**src/rtl/apb_pkg.sv**
```systemverilog
// Shared APB definitions: transfer FSM states and default bus widths.
package apb_pkg;

  typedef enum logic [1:0] {
    ST_IDLE,
    ST_SETUP,
    ST_ACCESS
  } state_t;

  localparam int APB_AW = 4;
  localparam int APB_DW = 8;

endpackage

```
**src/rtl/rr_arbiter.sv**
```systemverilog
// Combinational round-robin arbiter: first request after ptr, searching cyclically.
module rr_arbiter #(
  parameter int NREQ = 3,
  parameter int IW   = $clog2(NREQ)
) (
  input  logic [NREQ-1:0] req,
  input  logic [IW-1:0]   ptr,
  output logic [NREQ-1:0] gnt,
  output logic [IW-1:0]   idx,
  output logic            any
);

  int j;

  always_comb begin
    gnt = '0;
    idx = '0;
    any = 1'b0;
    j   = 0;
    for (int k = 1; k <= NREQ; k++) begin
      j = (int'(ptr) + k) % NREQ;
      if (!any && req[j]) begin
        any    = 1'b1;
        idx    = IW'(j);
        gnt[j] = 1'b1;
      end
    end
  end

endmodule

```
**src/rtl/apb_arb_master.sv**
```systemverilog
// Round-robin shared APB master: arbitrates NREQ requesters and runs
// SETUP/ACCESS with wait states and an optional access timeout.
module apb_arb_master
  import apb_pkg::*;
#(
  parameter int NREQ    = 3,
  parameter int AW      = APB_AW,
  parameter int DW      = APB_DW,
  parameter int TIMEOUT = 16,
  parameter int IW      = $clog2(NREQ)
) (
  input  logic               pclk,
  input  logic               rst,
  input  logic [NREQ-1:0]    req_valid,
  input  logic [NREQ-1:0]    req_write,
  input  logic [NREQ*AW-1:0] req_addr,
  input  logic [NREQ*DW-1:0] req_wdata,
  output logic [NREQ-1:0]    req_done,
  output logic               req_err,
  output logic [DW-1:0]      rsp_rdata,
  output logic [IW-1:0]      gnt_id,
  output logic               busy,
  output logic [AW-1:0]      paddr,
  output logic               pwrite,
  output logic               psel,
  output logic               penable,
  output logic [DW-1:0]      pwdata,
  input  logic [DW-1:0]      prdata,
  input  logic               pready
);

  localparam int CW = (TIMEOUT > 0) ? $clog2(TIMEOUT + 1) : 1;
  localparam logic [CW-1:0] WLAST =
    CW'((TIMEOUT > 0) ? TIMEOUT - 1 : 0);

  state_t          state;
  logic [CW-1:0]   wcnt;
  logic [NREQ-1:0] gnt_vec;
  logic [NREQ-1:0] arb_gnt;
  logic [IW-1:0]   arb_idx;
  logic            arb_any;

  // gnt_id doubles as the round-robin pointer
  rr_arbiter #(
    .NREQ (NREQ),
    .IW   (IW)
  ) u_arb (
    .req (req_valid),
    .ptr (gnt_id),
    .gnt (arb_gnt),
    .idx (arb_idx),
    .any (arb_any)
  );

  always_ff @(posedge pclk or posedge rst) begin
    if (rst) begin
      state     <= ST_IDLE;
      wcnt      <= '0;
      gnt_vec   <= '0;
      gnt_id    <= IW'(NREQ - 1);
      req_done  <= '0;
      req_err   <= 1'b0;
      rsp_rdata <= '0;
      busy      <= 1'b0;
      paddr     <= '0;
      pwrite    <= 1'b0;
      psel      <= 1'b0;
      penable   <= 1'b0;
      pwdata    <= '0;
    end else begin
      req_done <= '0;
      req_err  <= 1'b0;
      unique case (state)
        ST_IDLE: begin
          if (arb_any) begin
            gnt_id  <= arb_idx;
            gnt_vec <= arb_gnt;
            pwrite  <= req_write[arb_idx];
            paddr   <= req_addr[int'(arb_idx)*AW +: AW];
            pwdata  <= req_wdata[int'(arb_idx)*DW +: DW];
            psel    <= 1'b1;
            busy    <= 1'b1;
            wcnt    <= '0;
            state   <= ST_SETUP;
          end
        end
        ST_SETUP: begin
          penable <= 1'b1;
          state   <= ST_ACCESS;
        end
        ST_ACCESS: begin
          if (pready) begin
            req_done <= gnt_vec;
            if (!pwrite) rsp_rdata <= prdata;
            psel    <= 1'b0;
            penable <= 1'b0;
            busy    <= 1'b0;
            state   <= ST_IDLE;
          end else if (TIMEOUT != 0 && wcnt == WLAST) begin
            req_done <= gnt_vec;
            req_err  <= 1'b1;
            psel     <= 1'b0;
            penable  <= 1'b0;
            busy     <= 1'b0;
            state    <= ST_IDLE;
          end else begin
            wcnt <= wcnt + 1'b1;
          end
        end
        default: state <= ST_IDLE;
      endcase
    end
  end

endmodule

```
**config.mk**
```make
export PLATFORM = sky130hd
export DESIGN_NAME = apb_arb_master
export DESIGN_NICKNAME = d
export VERILOG_FILES = /design/src/rtl/apb_pkg.sv /design/src/rtl/rr_arbiter.sv /design/src/rtl/apb_arb_master.sv
export SDC_FILE = /design/constraint.sdc
export NUM_CORES = 1
export LEC_CHECK = 0
export CAP_MARGIN = 10
export CELL_PAD_IN_SITES_DETAIL_PLACEMENT = 1
export CELL_PAD_IN_SITES_GLOBAL_PLACEMENT = 1
export CORE_AREA = 2 2 61 120
export DETAILED_ROUTE_END_ITERATION = 7
export DIE_AREA = 0 0 63 122
export PLACE_DENSITY = 0.89
export SLEW_MARGIN = 20
export SYNTH_ARGS = -nofsm -noshare
export SYNTH_HDL_FRONTEND = slang
export SYNTH_SLANG_ARGS = --single-unit
```
**constraint.sdc**
```tcl
create_clock -name pclk -period 2.8 [get_ports pclk]
set_input_delay 0.42 -clock pclk [delete_from_list [all_inputs] [get_ports pclk]]
set_output_delay 0.42 -clock pclk [all_outputs]
set_load 0.03 [all_outputs]
```
# == Word level (Yosys, flattened, before mapping) ==
# Cells that the tools add are included.
# word_totals
inputBits,53
ff_bits,39
out_inout_bits,30
word_cells,99
# classes
div,3
n_bitwise,3
n_eq_ne,7
n_mux,45
add_sub_neg,4
shift,2
n_reduce_logical,16
n_lt_le_gt_ge,7
# ops
operator,n
$ge A32 B1 Y1 const B,3
$lt A32 B4 Y1 const B,3
$mod A32 B3 Y32 const B,3
$shiftx A24 B6 Y8,1
$mux W1,19
$mux W3,6
$mux W5,3
$mux W2,6
$shiftx A12 B5 Y4,1
$pmux W5 S2,1
$bmux W1 S2,4
$add A2 B2 Y3 const B,2
$demux W1 S2,3
$ne A2 B2 Y1 const B,3
$or A3 B3 Y3,2
$pmux W2 S3,1
$reduce_and A2 Y1,3
$reduce_and A3 Y1,2
$add A5 B1 Y5 const B,1
$eq A5 B4 Y1 const B,1
$logic_and A1 B1 Y1,5
$pmux W1 S2,2
$reduce_and A4 Y1,1
$reduce_bool A2 Y1,2
other kinds (8),9

# == Logic depth before layout (Yosys ltp) ==
# logic_depth
ltp_word,14
mapped_depth,10
depth_no_buf,8

# == By module ==
# Synthesis repeated with hierarchy kept, for this count alone.
# hier_totals
hier_cells,197
hier_area_um2,2112.0
# modules_own_cells
module,cells_per_inst,area_per_inst_um2,instances
apb_arb_master,157,1830.5,1
rr_arbiter,40,281.5,1

# == Worst setup path before layout ==
# OpenSTA, ideal clock, no wires.
# synth_path
kind,register to register
from,register gnt_id[0]
to,register paddr[1]
n_path_buf,2
arrival_ns,2.153
stages_incl_launch_ff,10
path_slack_ns,0.519
required_ns,2.672
synth_period_minus_slack_ns,2.281
cell_sequence,dfrtp_1 > inv_1 > ha_1 > buf_4 > or3b_1 > o221ai_1 > a22oi_1 > buf_2 > a221oi_1 > o21ai_1
# synth_via
elab_chain_len,13
elab_cells_between_ends,27
# synth_lines
item,line_no,text
from (decl),apb_arb_master.sv:21,"output logic [IW-1:0] gnt_id,"
from (signal assigned),apb_arb_master.sv:60,gnt_id <= IW'(NREQ - 1);
from (signal assigned),apb_arb_master.sv:76,gnt_id <= arb_idx;
$add A2 B1 Y3,rr_arbiter.sv:21,j = (int'(ptr) + k) % NREQ;
$mod A32 B3 Y32,rr_arbiter.sv:21,
$bmux W1 S2,rr_arbiter.sv:22,if (!any && req[j]) begin
$mux W1 (not written as such) (2 in series),rr_arbiter.sv:22,
$mux W1,rr_arbiter.sv:22,
$logic_not A1 Y1,rr_arbiter.sv:22,
$logic_and A1 B1 Y1,rr_arbiter.sv:22,
$mux W1,rr_arbiter.sv:22,
$logic_not A1 Y1,rr_arbiter.sv:22,
$logic_and A1 B1 Y1,rr_arbiter.sv:22,
$mux W2 or $mux W1 (tied branches),rr_arbiter.sv:22,
$shiftx A12 B5 Y4 or $reduce_and A2 Y1 (tied branches),-,
to (signal assigned),apb_arb_master.sv:79,paddr <= req_addr[int'(arb_idx)*AW +: AW];
to (decl),apb_arb_master.sv:23,"output logic [AW-1:0] paddr,"
# Parallel ways exist; a longest one is shown, timed or not. The select of a mux whose other input is x is not followed.
# A chain may end at the register's enable or synchronous reset.

# == Worst setup path in the final report ==
# layout_path
from,register gnt_id[0]
to,register gnt_id[0]
# layout_via
elab_chain_len,13
elab_cells_between_ends,26
# layout_lines
item,line_no
$add A2 B1 Y3,rr_arbiter.sv:21
$mod A32 B3 Y32,rr_arbiter.sv:21
$bmux W1 S2,rr_arbiter.sv:22
$mux W1 (not written as such) (2 in series),rr_arbiter.sv:22
$mux W1,rr_arbiter.sv:22
$logic_not A1 Y1,rr_arbiter.sv:22
$logic_and A1 B1 Y1,rr_arbiter.sv:22
$mux W1,rr_arbiter.sv:22
$logic_not A1 Y1,rr_arbiter.sv:22
$logic_and A1 B1 Y1,rr_arbiter.sv:22
$mux W1,rr_arbiter.sv:22
$reduce_and A2 Y1 (no line),-
# Parallel ways exist; a longest one is shown, timed or not. The select of a mux whose other input is x is not followed.

==> results.yml <==
status:
  run_status: "completed"
floorplanning:
  dieHeight_um: 122
  rows: 43
  floorplan.die.width_um: 63
  die-area_sq_mm: 0.007686
  initial_utilization: 0.3049
  design.core.area_sq_mm: 0.006833
  io_pins: 83
finish:
  n_antenna_cell: 0
  final_core_utilization: 0.4633
  layout_common_cells: "clkdlybuf4s50_1 (82), dfrtp_1 (38), nand2_1 (24)"
  mostFrequentLayoutCell: "clkdlybuf4s50_1"
  flow.area_growth_from_synthesis_pct: 51.95
  layout_cells_sized_above_1: 0.08591
  final_std_cell_area_no_fill_sq_mm: 0.003166
  nets: 349
detailed_routing:
  drtIter0Drc: 41
  route.detailed.vias_per_inst: 5.034
  routed-via-count: 1918
  firstDrtPassIters: 4
  post-route-drc-count: 0
  drtAntennaViolNets: 0
  wl_mm: 6.134
  post_drt_wl_per_cell_um: 16.10
sta:
  clock-skew-final_ns: 0.002196
  slew_headroom: 0.5645
  report.final.slew_viol_count: 0
  setup_ws_ns: 0.2274
  worstMarginPinSlew_ns: 0.6504
  timing.final.setup_violations: 0
  fmax_ghz: 0.3887
  final.period_utilization: 0.9188
  finalHoldViolations: 0
  min_period_ns: 2.573
  unrepaired_setup_endpoints_after_global_routing: "no"
  worst_hold_slack_ns: 0.4799
clock_network:
  htree_levels: 2
  clk_pin_slew_worst_paths_ns: 0.05
  cts.sink_count: 39
  ctsRootBufferMaster: "clkbuf_16"
  cts_buffers: 5
  clkLatencyLatePin_ns: 0.28
  buffer_depth_of_the_longest_clock_path: 2
  cts_tree: "yes"
yosys:
  synth_area_leaders: "dfrtp_1 (46%), o21ai_1 (5.5%), a221oi_1 (5.5%)"
  ys_types: 42
  synth-seq-cells: 39
  yosysWarningCount: 0
  ys_async_sr_fraction: 1.000
  dominant_cell_type_by_area_after_synthesis: "dfrtp_1"
  post-synth-top-area-fraction: 0.4565
  postSynthCellCount: 210
  ys_seq_area_frac: 0.4691
  netlist_area_sq_mm: 0.002083
  synth_enable_flop_cells: 0
  synth_ff_type: "dfrtp_1"
  postSynthNetCount: 269
  synth.avg_cell_area_sq_um: 9.920
setup_path:
  critical_path.reg2reg.startpoint: "gnt_id[0]"
  arrival_worst_endpoint_ns: 2.73
  crit_required_ns: 2.96
  timing.critical_path.slowest_stage_cell: "ha_1"
  worstPathCellList: "inv_1, ha_1, mux2_4, a311o_1, inv_2, o211ai_1, a21boi_1"
  critical_path.startpoint: "gnt_id[0]"
  worstPathBufferInverterCount: 2
  worstSetupEndpointType: "flip-flop"
  worst_path_dominant_cell_family: "compound AO/OA/AOI/OAI gates"
  cp_slowest_stage_delay_ns: 0.52
  crit_start_category: "flip-flop"
  crit_path_max_fo: 21
  path_class: "flip-flop to flip-flop"
power:
  worst_ir_drop_vdd_mv: 0.6871
  power.total_mw: 3.956
  cellLeakagePower_nw: 1.290
  powerDensity_mw_per_mm2: 1250
min_path:
  worst_min_delay_path_startpoint: "gnt_vec[0]"
  worstHoldPathType: "flip-flop to flip-flop"
place:
  placedInstanceArea_sq_mm: 0.002964
  globalplace.congestion: 0.8121
  post-place-ws_ns: -0.08260
  dp.final_hpwl_mm: 4.699
  port-buffer-count: 82
grt:
  first_global_vias: 2175
  grt_remaining_overflow: 0
  globalRouteTotalUtil: 0.1683
  grt_start_max_net_pins: 40
  initial_antenna_violation_count: 0
  global_route_wire_length_before_repair_mm: 10.25
flow_run:
  max-cap-violations: 0
==> repair_timing <==
| item | CTS | global route |
|---|---|---|
| buffers inserted | 0 | 0 |
| setup endpoints to repair | 13 | 0 |
| resized for setup | 2 | 0 |
| hold buffers | 0 | 0 |
==> stage by stage <==
stage               std cells  TNS, ns
floorplan                 210        0
global placement          373        0
detailed placement        373  -0.6311
CTS                       381        0
global route              381        0
finish                    381        0
==> cell usage after synthesis, drive strengths merged, types with 2 or more instances <==
cell	instances
nand3	2
nand2b	6
ha	6
clkbuf	2
mux2i	3
nor2	6
and2	16
inv	8
nor3	2
o221ai	2
nand2	24
o21a	3
buf	10
a221oi	13
dfrtp	38
mux2	9
o21ai	36
xor2	2
nor3b	2
nand3b	3
and3	2
==> power by group <==
part	internal, mW	switching [mW]	leakage, nW
Sequential	0.805	0.147	0.484
Clock	0.511	0.215	0.0911
Combinational	0.921	1.36	0.714
==> state kept, by name (all words and copies together), names as in the netlist <==
register / count
pwdata: 8
gnt_id: 2
rsp_rdata: 8
penable: 1
req_err: 1
wcnt: 5
pwrite: 1
req_done: 3
psel: 1
state: 2
gnt_vec: 3
paddr: 4
==> cell families after synthesis <==
logic type / Yosys count / synth area share
multiplexers: 12 / 0.06487
buffers and inverters: 20 / 0.05045
adder cells (fa/ha/maj): 6 / 0.03604
AND/OR/NAND/NOR: 66 / 0.1676
flip-flops: 39 / 0.4691
AO/OA/AOI/OAI: 65 / 0.2036
XOR/XNOR: 2 / 0.008410
==> path summary, 6_finish.rpt <==
| path | to | slack (ns) | depth (start not counted) |
|---|---|---|---|
| min in group asynchronous | pwdata[1] | 0.56 | 3 |
| worst min register to register | req_done[0] | 0.48 | 1 |
| worst max-delay path | gnt_id[0] | 0.23 | 7 |
| worst min-delay path | req_done[0] | 0.48 | 1 |
| max in group asynchronous | gnt_id[1] | 1.88 | 3 |
| worst max register to register | gnt_id[0] | 0.23 | 7 |
==> cell type report <==
class / count / area, sq um
fill: 786 / 3667
multi-input combinational: 151 / 1013
sequential: 39 / 977.2
timing repair buffer: 85 / 843.3
clock buffer: 6 / 128.9
tap: 90 / 112.6
clock inverter: 2 / 60.06
inverter: 8 / 30.03
==> worst reg2reg max path, cell delays in order (launching register included) <==
cell and delay, ns:
dfrtp_1 0.44, inv_1 0.12, ha_1 0.52, mux2_4 0.38, a311o_1 0.38, inv_2 0.26
o211ai_1 0.19, a21boi_1 0.16
==> per-layer routing <==
layer  global-route usage  up-vias  wire length [um]
li1                     -      914                 -
met1               0.1948      923              2450
met2               0.2992       72              3259
met3              0.03693        9               312
met4              0.06389        0               112
met5                    0        -                 0
No activity file was read; power rests on OpenSTA's default activity.
